<file path="src/rtl/alu_serial_seq_pkg.sv">
// Shared definitions for the bit-serial ALU sequencer: MIPS funct codes and FSM states.
package alu_serial_seq_pkg;

  localparam logic [5:0] FUNCT_AND = 6'b100100;
  localparam logic [5:0] FUNCT_OR  = 6'b100101;
  localparam logic [5:0] FUNCT_ADD = 6'b100000;
  localparam logic [5:0] FUNCT_SUB = 6'b100010;
  localparam logic [5:0] FUNCT_SLT = 6'b101010;

  typedef enum logic [1:0] {
    ST_IDLE = 2'd0,
    ST_RUN  = 2'd1,
    ST_DONE = 2'd2
  } state_t;

  function automatic logic is_legal(input logic [5:0] funct);
    logic ok;
    case (funct)
      FUNCT_AND, FUNCT_OR, FUNCT_ADD, FUNCT_SUB, FUNCT_SLT: ok = 1'b1;
      default:                                              ok = 1'b0;
    endcase
    return ok;
  endfunction

  function automatic logic needs_borrow(input logic [5:0] funct);
    return (funct == FUNCT_SUB) || (funct == FUNCT_SLT);
  endfunction

endpackage

</file>
<file path="src/rtl/alu_serial_seq.sv">
// Bit-serial ALU sequencer: feeds an external 1-bit ALU slice one bit per clock
// and assembles its sum/carry stream into a W-bit result with zero/overflow/illegal flags.
module alu_serial_seq
  import alu_serial_seq_pkg::*;
#(
  parameter int W     = 32,
  parameter int CNT_W = 5
) (
  input  logic         clk,
  input  logic         reset,
  input  logic         inValid,
  output logic         inReady,
  input  logic [W-1:0] dataA,
  input  logic [W-1:0] dataB,
  input  logic [5:0]   Signal,
  output logic         outValid,
  input  logic         outReady,
  output logic [W-1:0] dataOut,
  output logic         zero,
  output logic         overflow,
  output logic         illegal,
  output logic         sliceA,
  output logic         sliceB,
  output logic [5:0]   sliceSignal,
  output logic         sliceCin,
  input  logic         sliceOut,
  input  logic         sliceCout
);

  state_t           state_r;
  logic [W-1:0]     a_r;
  logic [W-1:0]     b_r;
  logic [W-1:0]     result_r;
  logic [5:0]       op_r;
  logic [CNT_W-1:0] cnt_r;
  logic             carry_r;

  logic             last_s;
  logic             ovf_s;
  logic [W-1:0]     final_s;
  logic             final_ovf_s;

  assign last_s = (cnt_r == CNT_W'(W - 1));

  // Final result and overflow, formed from the slice output at the MSB step
  always_comb begin
    // carry_r holds the carry into bit W-1 during the last RUN cycle
    ovf_s           = carry_r ^ sliceCout;
    final_s         = result_r;
    final_s[W-1]    = sliceOut;
    final_ovf_s     = 1'b0;
    case (op_r)
      FUNCT_ADD, FUNCT_SUB: final_ovf_s = ovf_s;
      FUNCT_SLT: begin
        final_s    = '0;
        final_s[0] = sliceOut ^ ovf_s;
      end
      default: final_ovf_s = 1'b0;
    endcase
  end

  // Slice interface: bit-indexed operands during RUN, quiet otherwise
  always_comb begin
    if (state_r == ST_RUN) begin
      sliceA      = a_r[cnt_r];
      sliceB      = b_r[cnt_r];
      sliceCin    = carry_r;
      sliceSignal = (op_r == FUNCT_SLT) ? FUNCT_SUB : op_r;
    end else begin
      sliceA      = 1'b0;
      sliceB      = 1'b0;
      sliceCin    = 1'b0;
      sliceSignal = 6'b000000;
    end
  end

  // Sequencer FSM with operand latches, bit counter and registered outputs
  always_ff @(posedge clk or negedge reset) begin
    if (!reset) begin
      state_r  <= ST_IDLE;
      a_r      <= '0;
      b_r      <= '0;
      result_r <= '0;
      op_r     <= 6'b000000;
      cnt_r    <= '0;
      carry_r  <= 1'b0;
      inReady  <= 1'b1;
      outValid <= 1'b0;
      dataOut  <= '0;
      zero     <= 1'b0;
      overflow <= 1'b0;
      illegal  <= 1'b0;
    end else begin
      case (state_r)
        ST_IDLE: begin
          if (inValid && inReady) begin
            a_r      <= dataA;
            b_r      <= dataB;
            op_r     <= Signal;
            cnt_r    <= '0;
            result_r <= '0;
            carry_r  <= needs_borrow(Signal);
            inReady  <= 1'b0;
            dataOut  <= '0;
            overflow <= 1'b0;
            if (is_legal(Signal)) begin
              state_r <= ST_RUN;
              zero    <= 1'b0;
              illegal <= 1'b0;
            end else begin
              state_r  <= ST_DONE;
              outValid <= 1'b1;
              zero     <= 1'b1;
              illegal  <= 1'b1;
            end
          end
        end
        ST_RUN: begin
          result_r[cnt_r] <= sliceOut;
          carry_r         <= sliceCout;
          if (last_s) begin
            state_r  <= ST_DONE;
            outValid <= 1'b1;
            dataOut  <= final_s;
            zero     <= (final_s == '0);
            overflow <= final_ovf_s;
          end else begin
            cnt_r <= cnt_r + CNT_W'(1);
          end
        end
        ST_DONE: begin
          if (outReady) begin
            state_r  <= ST_IDLE;
            outValid <= 1'b0;
            inReady  <= 1'b1;
          end
        end
        default: begin
          state_r  <= ST_IDLE;
          outValid <= 1'b0;
          inReady  <= 1'b1;
        end
      endcase
    end
  end

endmodule

</file>
<file path="config.mk">
export PLATFORM = sky130hd
export DESIGN_NAME = alu_serial_seq
export DESIGN_NICKNAME = d
export VERILOG_FILES = /design/src/rtl/alu_serial_seq_pkg.sv /design/src/rtl/alu_serial_seq.sv
export SDC_FILE = /design/constraint.sdc
export NUM_CORES = 1
export LEC_CHECK = 0
export CAP_MARGIN = 20
export CELL_PAD_IN_SITES_DETAIL_PLACEMENT = 2
export CELL_PAD_IN_SITES_GLOBAL_PLACEMENT = 2
export CORE_MARGIN = 5
export CORE_UTILIZATION = 39
export DETAILED_ROUTE_END_ITERATION = 8
export DONT_BUFFER_PORTS = 1
export PLACE_DENSITY = 0.88
export SLEW_MARGIN = 20
export SYNTH_ARGS = -nofsm -noshare
export SYNTH_HDL_FRONTEND = slang
export SYNTH_SLANG_ARGS = --single-unit
</file>
<file path="constraint.sdc">
create_clock -name clk -period 2.8 [get_ports clk]
set_clock_uncertainty 0.2 [all_clocks]
set_input_delay 0.28 -clock clk [delete_from_list [all_inputs] [get_ports clk]]
set_output_delay 0.28 -clock clk [all_outputs]
set_load 0.03 [all_outputs]
</file>
==> results_dict.tcl, run 1 <==
set metrics [dict create \
    outcome "complete, but fails checks" \
    violations "hold timing, setup timing" \
    diodes 0 \
    worstPathMaxFanout 14 \
    worst_pin_slew_ps 674 \
    setup.worst_path.start_class "register" \
    cts_buffer_depth 2 \
    die_w_um 141 \
    r2r_slack_ps 260 \
    final_util_pct 49.6 \
    drc_errors 0 \
    synthAdderAreaFrac_pct 0.933 \
    synthesis.nets 772 \
    grt_pass1_vias 6611 \
    cp_data_arrival_time_ps 2360 \
    row_count 48 \
    synth_top_cells_by_count "nand2_1 (256), dfrtp_1 (145), a22o_1 (38), nand3_1 (33), o211ai_1 (30)" \
    max_freq_mhz 352 \
    crit_path_end_kind "output pin" \
    antenna_found_initial 0 \
    fin_cells 997 \
    nets 841 \
    post-place-cells 882 \
    yosysSeqAreaShare_pct 54.5 \
    ir_drop_uv 485 \
    slew_violations 0 \
    fin_setup_tns_ps -43.9 \
    h-tree-depth 4 \
    ys_ff_latch 146 \
    post-route-min-period_ps 2840 \
    cts_tree "built" \
    async_flop_share_pct 100 \
    r2r_cells 8 \
    dr.pass1.iters 4 \
    synth_top_family_by_area "simple AND/OR/NAND/NOR gates" \
    drt-initial-drc-count 369 \
    ys.flop_type "dfrtp_1" \
    grt_first_pass_wirelength_mm 39.0 \
    synth_top_area_share_pct 54.1 \
    p_clk_share_pct 32.2 \
    synthesis.area_um2 6700 \
    place_hpwl_mm 14.4 \
    p_sw_share_pct 34.4 \
    numPortBuffers 0 \
    grt-ovfl-total 0 \
    p_leak_nw 4.10 \
    cts_made_buffers 17 \
    routed_wirelength_mm 25.8 \
    hold_buffers 75 \
    via_per_inst 5.74 \
    drtAntennaViolNets 0 \
    synthMuxAreaShare_pct 5.47 \
    clk_pin_slew_ps 60 \
    die_height_um 141 \
    synth.top_cells.by_area "dfrtp_1 (54%), nand2_1 (14%), a22o_1 (5.0%)" \
    hold_viol 146 \
    hp-class "primary input to async pin" \
    clock_sinks 146 \
    synth_most_common_cell "nand2_1" \
    fillers 1760 \
    syn_avg_cell_area_um2 9.70 \
    relSlewSlack_pct 54.7 \
    drv_cap 0 \
    switchingPower_mw 2.78 \
    synth-edff-count 0 \
    worst_slack_ps -43.9 \
    drt-wirelength-per-cell_um 25.9 \
    netlist_instances 691 \
    groute.usage.overall_pct 25.5 \
    dieArea_um2 19900 \
    r2r_end "dataOut[0]" \
    area_delta_synth_final_pct 26.2 \
    setup_viol 1 \
    yosysWarnings 0 \
    yosys.area_share.simple_pct 23.1 \
    drive_above_1_share_pct 11.1 \
    initial_core_util_pct 39.3 \
    r2r_start "cnt_r[0]" \
    fin_crit_sh_pct 102 \
    synth-xor-area-share_pct 0.392 \
    core_um2 17100 \
    p_per_area_nw_per_um2 956 \
    hold_slack_ps -651 \
    ys_types 52 \
    insertion_delay_ps 440 \
    power_frac_seq_pct 40.8 \
    synth_top_area_cell "dfrtp_1" \
    comb_power_share_pct 27.0 \
    worstSetupPathType "register to output pin" \
    cts-root-buf "clkbuf_16" \
    internal_power_mw 5.31 \
    grt_max_degree 147 \
    worstPathRequired_ps 2320 \
    vias 5726 \
    synth_compound_area_share_pct 11.7 \
    num_io_pins 122 \
    place_congestion 0.839 \
]
==> cell type report <==
| type | instances | area, µm² | share of cell area [%] |
|---|---|---|---|
| clock buffer | 22 | 484 | 5.72 |
| clock inverter | 9 | 176 | 2.08 |
| inverter | 3 | 11.3 | 0.133 |
| multi-input combinational | 489 | 2840 | 33.5 |
| sequential | 146 | 3660 | 43.3 |
| tap | 225 | 282 | 3.33 |
| timing repair buffer | 103 | 1010 | 11.9 |
==> power groups by stage <==
| stage | combinational (mW) | clock [mW] | sequential (mW) |
|---|---|---|---|
| 3_5_place_dp | 1.72 | 0 | 3.26 |
| 3_3_place_gp | 1.61 | 0 | 3.19 |
| 4_1_cts | 1.89 | 2.62 | 3.24 |
| 2_1_floorplan | 1.34 | 0 | 3.02 |
| 5_1_grt | 2.33 | 2.74 | 3.35 |
| 6_report | 2.19 | 2.60 | 3.30 |
==> through the flow <==
step | instance area [µm²] | power (mW) | hold slack [ps] | setup slack (ps)
floorplan | 6700 | 4.36 | -216 | 457
global placement | 6920 | 4.80 | -209 | 365
detailed placement | 6920 | 4.98 | -209 | 192
CTS | 8360 | 7.75 | -669 | 0.749
global route | 8460 | 8.42 | -672 | -68.9
finish | 8460 | 8.09 | -651 | -43.9
==> sequential cells by signal, indices dropped and copies added, names as in the netlist <==
name and flops:
outValid 1, zero 1, state_r 2, result_r 31, b_r 32, dataOut 32
illegal 1, overflow 1, op_r 6, carry_r 1, inReady 1, cnt_r 5
a_r 32
==> placed cells by master, fill, tap and decap left out, types with 4 or more instances in the layout <==
cell / instances
nand2_1: 256
dfrtp_1: 140
dlygate4sd3_1: 74
a22o_1: 38
nand3_1: 32
o211ai_1: 30
buf_4: 24
mux2i_1: 21
clkbuf_16: 18
and2_1: 10
nor4_1: 8
nor2_1: 7
mux4_2: 6
o22ai_1: 6
and3_1: 5
a21oi_1: 5
ha_1: 5
bufinv_16: 5
nand3b_1: 4
o221ai_1: 4
o21ai_1: 4
clkbuf_8: 4
dfrtp_2: 4
==> critical path: stages, from the launching register on <==
cell,delay (ps)
dfrtp_2,500
or3b_4,470
o221ai_1,250
o31ai_2,170
a31oi_2,320
buf_4,220
==> cell families (layout without fill, tap and decap cells) <==
| group | count (synthesis) | count (layout) |
|---|---|---|
| buffers and inverters | 56 | 137 |
| flip-flops | 146 | 146 |
| XOR/XNOR | 3 | 3 |
| AO/OA/AOI/OAI | 102 | 102 |
| multiplexers | 29 | 29 |
| adder cells (fa/ha/maj) | 5 | 5 |
| AND/OR/NAND/NOR | 350 | 350 |
==> layer usage <==
metal  vias up  global-route usage (%)  routed length (µm)
met4         0                    9.43                 711
met2       163                    45.7               13900
met5         -                       0                   0
li1       2518                       -                   -
met1      2999                    30.3               10100
met3        46                    4.78                1050
==> what timing repair did <==
action,in CTS,in global routing
buffers inserted,1,7
hold endpoints to repair,255,146
cloned,0,1
setup endpoints to repair,2,2
gates resized for setup,7,6
pin swaps,0,2
==> worst max-delay path by stage <==
stage | startpoint | end | slack, ps | cells after the start
after floorplan | cnt_r[4] | sliceB | 460 | 6
after global placement | cnt_r[0] | overflow | 370 | 6
after CTS | cnt_r[2] | sliceA | 0.7 | 5
after detailed placement | cnt_r[0] | overflow | 190 | 6
final | cnt_r[2] | sliceA | -40 | 5
after global routing | cnt_r[2] | sliceA | -70 | 5
No activity file was read; power rests on OpenSTA's default activity.
==> run 2, diff against run 1 <==
--- a/config.mk
+++ b/config.mk
@@ -5,7 +5,6 @@
 export SDC_FILE = /design/constraint.sdc
 export NUM_CORES = 1
 export LEC_CHECK = 0
-export CAP_MARGIN = 20
 export CELL_PAD_IN_SITES_DETAIL_PLACEMENT = 2
 export CELL_PAD_IN_SITES_GLOBAL_PLACEMENT = 2
 export CORE_MARGIN = 5
@@ -13,6 +12,7 @@
 export DETAILED_ROUTE_END_ITERATION = 8
 export DONT_BUFFER_PORTS = 1
 export PLACE_DENSITY = 0.88
+export REMOVE_ABC_BUFFERS = 1
 export SLEW_MARGIN = 20
 export SYNTH_ARGS = -nofsm -noshare
 export SYNTH_HDL_FRONTEND = slang
==> run 2 against run 1 <==
The flow still finishes with violations (hold timing, setup timing); combinational power about the same; non-clock buffer count up 2; sequential power about the same; flip-flop and latch count unchanged; critical path depth up 1; clock-buffer cell count down 3; largest cell class unchanged; highest routed layer is now met5.
==> results_dict.tcl, run 2 (same netlist as run 1, synthesis figures left out) <==
set metrics [dict create \
    outcome "complete, but fails checks" \
    violations "hold timing, setup timing" \
    top_regs "a_r x32, b_r x32, dataOut x32" \
    routed_wirelength_mm 28.0 \
    area_delta_synth_final_pct 24.3 \
    setup_viol 2 \
    switchingPower_mw 2.91 \
    grt_max_degree 147 \
    insertion_delay_ps 440 \
    fin_crit_sh_pct 108 \
    row_count 48 \
    antenna_found_initial 1 \
    critPathMaxStageDelay_ps 540 \
    worstPathMaxFanout 14 \
    cp_top_family "compound AO/OA/AOI/OAI gates" \
    die_height_um 141 \
    diodes 0 \
    multi_input_area_um2 2830 \
    r2r_end "result_r[4]" \
    cts_buffer_depth 2 \
    h-tree-depth 4 \
    hold_viol 146 \
    p_total_mw 7.72 \
    p_per_area_nw_per_um2 927 \
    core_um2 17100 \
    hold_slack_ps -664 \
    worst_slack_ps -222 \
    drt-initial-drc-count 335 \
    worst_pin_slew_ps 629 \
    nets 843 \
    clock_sinks 146 \
    via_per_inst 5.89 \
    r2r_cells 6 \
    num_io_pins 122 \
    worstPathCellList "buf_4 > mux2i_1 > o22ai_1 > o31ai_1 > a31oi_1 > buf_4" \
    drc_errors 0 \
    drt-wirelength-per-cell_um 28.0 \
    hp-class "primary input to async pin" \
    power_frac_seq_pct 42.7 \
    crit_path_end_kind "output pin" \
    clk_pin_slew_ps 70 \
    fillers 1753 \
    crit_top_cell "buf_4" \
    max_freq_mhz 331 \
    p_clk_share_pct 28.9 \
    die_w_um 141 \
    ir_drop_uv 519 \
    dieArea_um2 19900 \
    cp_data_arrival_time_ps 2540 \
    slew_violations 0 \
    r2r_start "state_r[0]" \
    initial_core_util_pct 39.3 \
    comb_power_share_pct 28.5 \
    groute.usage.overall_pct 26.5 \
    drtAntennaViolNets 0 \
    p_sw_share_pct 37.7 \
    worstSetupPathType "register to output pin" \
    grt_first_pass_wirelength_mm 40.3 \
    numPortBuffers 0 \
    drive_above_1_share_pct 11.0 \
    grt_pass1_vias 6635 \
    place_hpwl_mm 14.8 \
    critPathBufInv 2 \
    grt-ovfl-total 0 \
    final_common_cell "nand2_1" \
    p_leak_nw 4.03 \
    vias 5889 \
    cts_tree "built" \
    relSlewSlack_pct 58.0 \
    cts-root-buf "clkbuf_16" \
    worstPathRequired_ps 2320 \
    cts_made_buffers 17 \
    dr.pass1.iters 4 \
    hold_buffers 77 \
    setup.worst_path.start_class "register" \
    regArea_um2 3660 \
    internal_power_mw 4.81 \
    most-common-layout-cells "nand2_1 (256), dfrtp_1 (140), dlygate4sd3_1 (76), a22o_1 (38), nand3_1 (33)" \
    final_util_pct 48.8 \
    slowest_stage "o31ai_1" \
    drv_cap 0 \
    r2r_slack_ps 250 \
    place_congestion 0.814 \
    pre_cts_slack_ps 129 \
    post-route-min-period_ps 3020 \
]
-- run 2: worst max-delay path by stage --
stage                        start     endpoint  slack, ps  depth (start not counted)
after floorplan            inReady      carry_r      -1100                          3
after global placement    cnt_r[0]  dataOut[26]        350                          5
after detailed placement  cnt_r[0]  dataOut[22]        130                          5
after CTS                 cnt_r[3]       sliceA        -60                          5
after global routing      cnt_r[1]       sliceA       -250                          6
final                     cnt_r[1]       sliceA       -220                          6
-- run 2: layout make-up --
type | count | area share, %
Tap cell | 225 | 3.38
Sequential cell | 146 | 44.0
Timing Repair Buffer | 105 | 11.9
Clock inverter | 13 | 1.35
Inverter | 3 | 0.135
Multi-Input combinational cell | 489 | 33.9
Clock buffer | 19 | 5.32
-- run 2: per-stage QoR --
stage	area (µm²)	TNS (ps)	instances
4_1_cts	8230	-55.8	988
6_report	8330	-287	1000
3_3_place_gp	6870	0	878
3_5_place_dp	6870	0	878
5_1_grt	8330	-391	1000
2_1_floorplan	6450	-109510	638
-- run 2: power by group through the flow --
stage | logic, mW | clock network, mW | registers, mW
after global routing | 2.33 | 2.35 | 3.34
after global placement | 1.56 | 0 | 3.19
after CTS | 1.89 | 2.22 | 3.24
final | 2.20 | 2.23 | 3.29
after floorplan | 1.14 | 0 | 3.14
after detailed placement | 1.69 | 0 | 3.26
-- run 2: what timing repair did --
item,in CTS,in global routing
setup endpoints to repair,2,2
setup buffers,1,12
pin swaps,0,3
hold endpoints to repair,256,146
gates resized for setup,6,4
-- run 2: routing by layer --
layer | up-vias | GRT usage [%] | part of all wire [%]
met5 | - | 0 | 0.068
met4 | 2 | 10.7 | 3.6
met3 | 72 | 5.77 | 4.6
met2 | 200 | 47.2 | 53
met1 | 3092 | 30.7 | 39
li1 | 2523 | - | -
-- run 2: worst reg2reg max path, delay by kind of cell, from the launching register on --
kind	cells	cell delay, ps
buffers and inverters	2	830
DFF	1	660
and+or+nand+nor	4	810
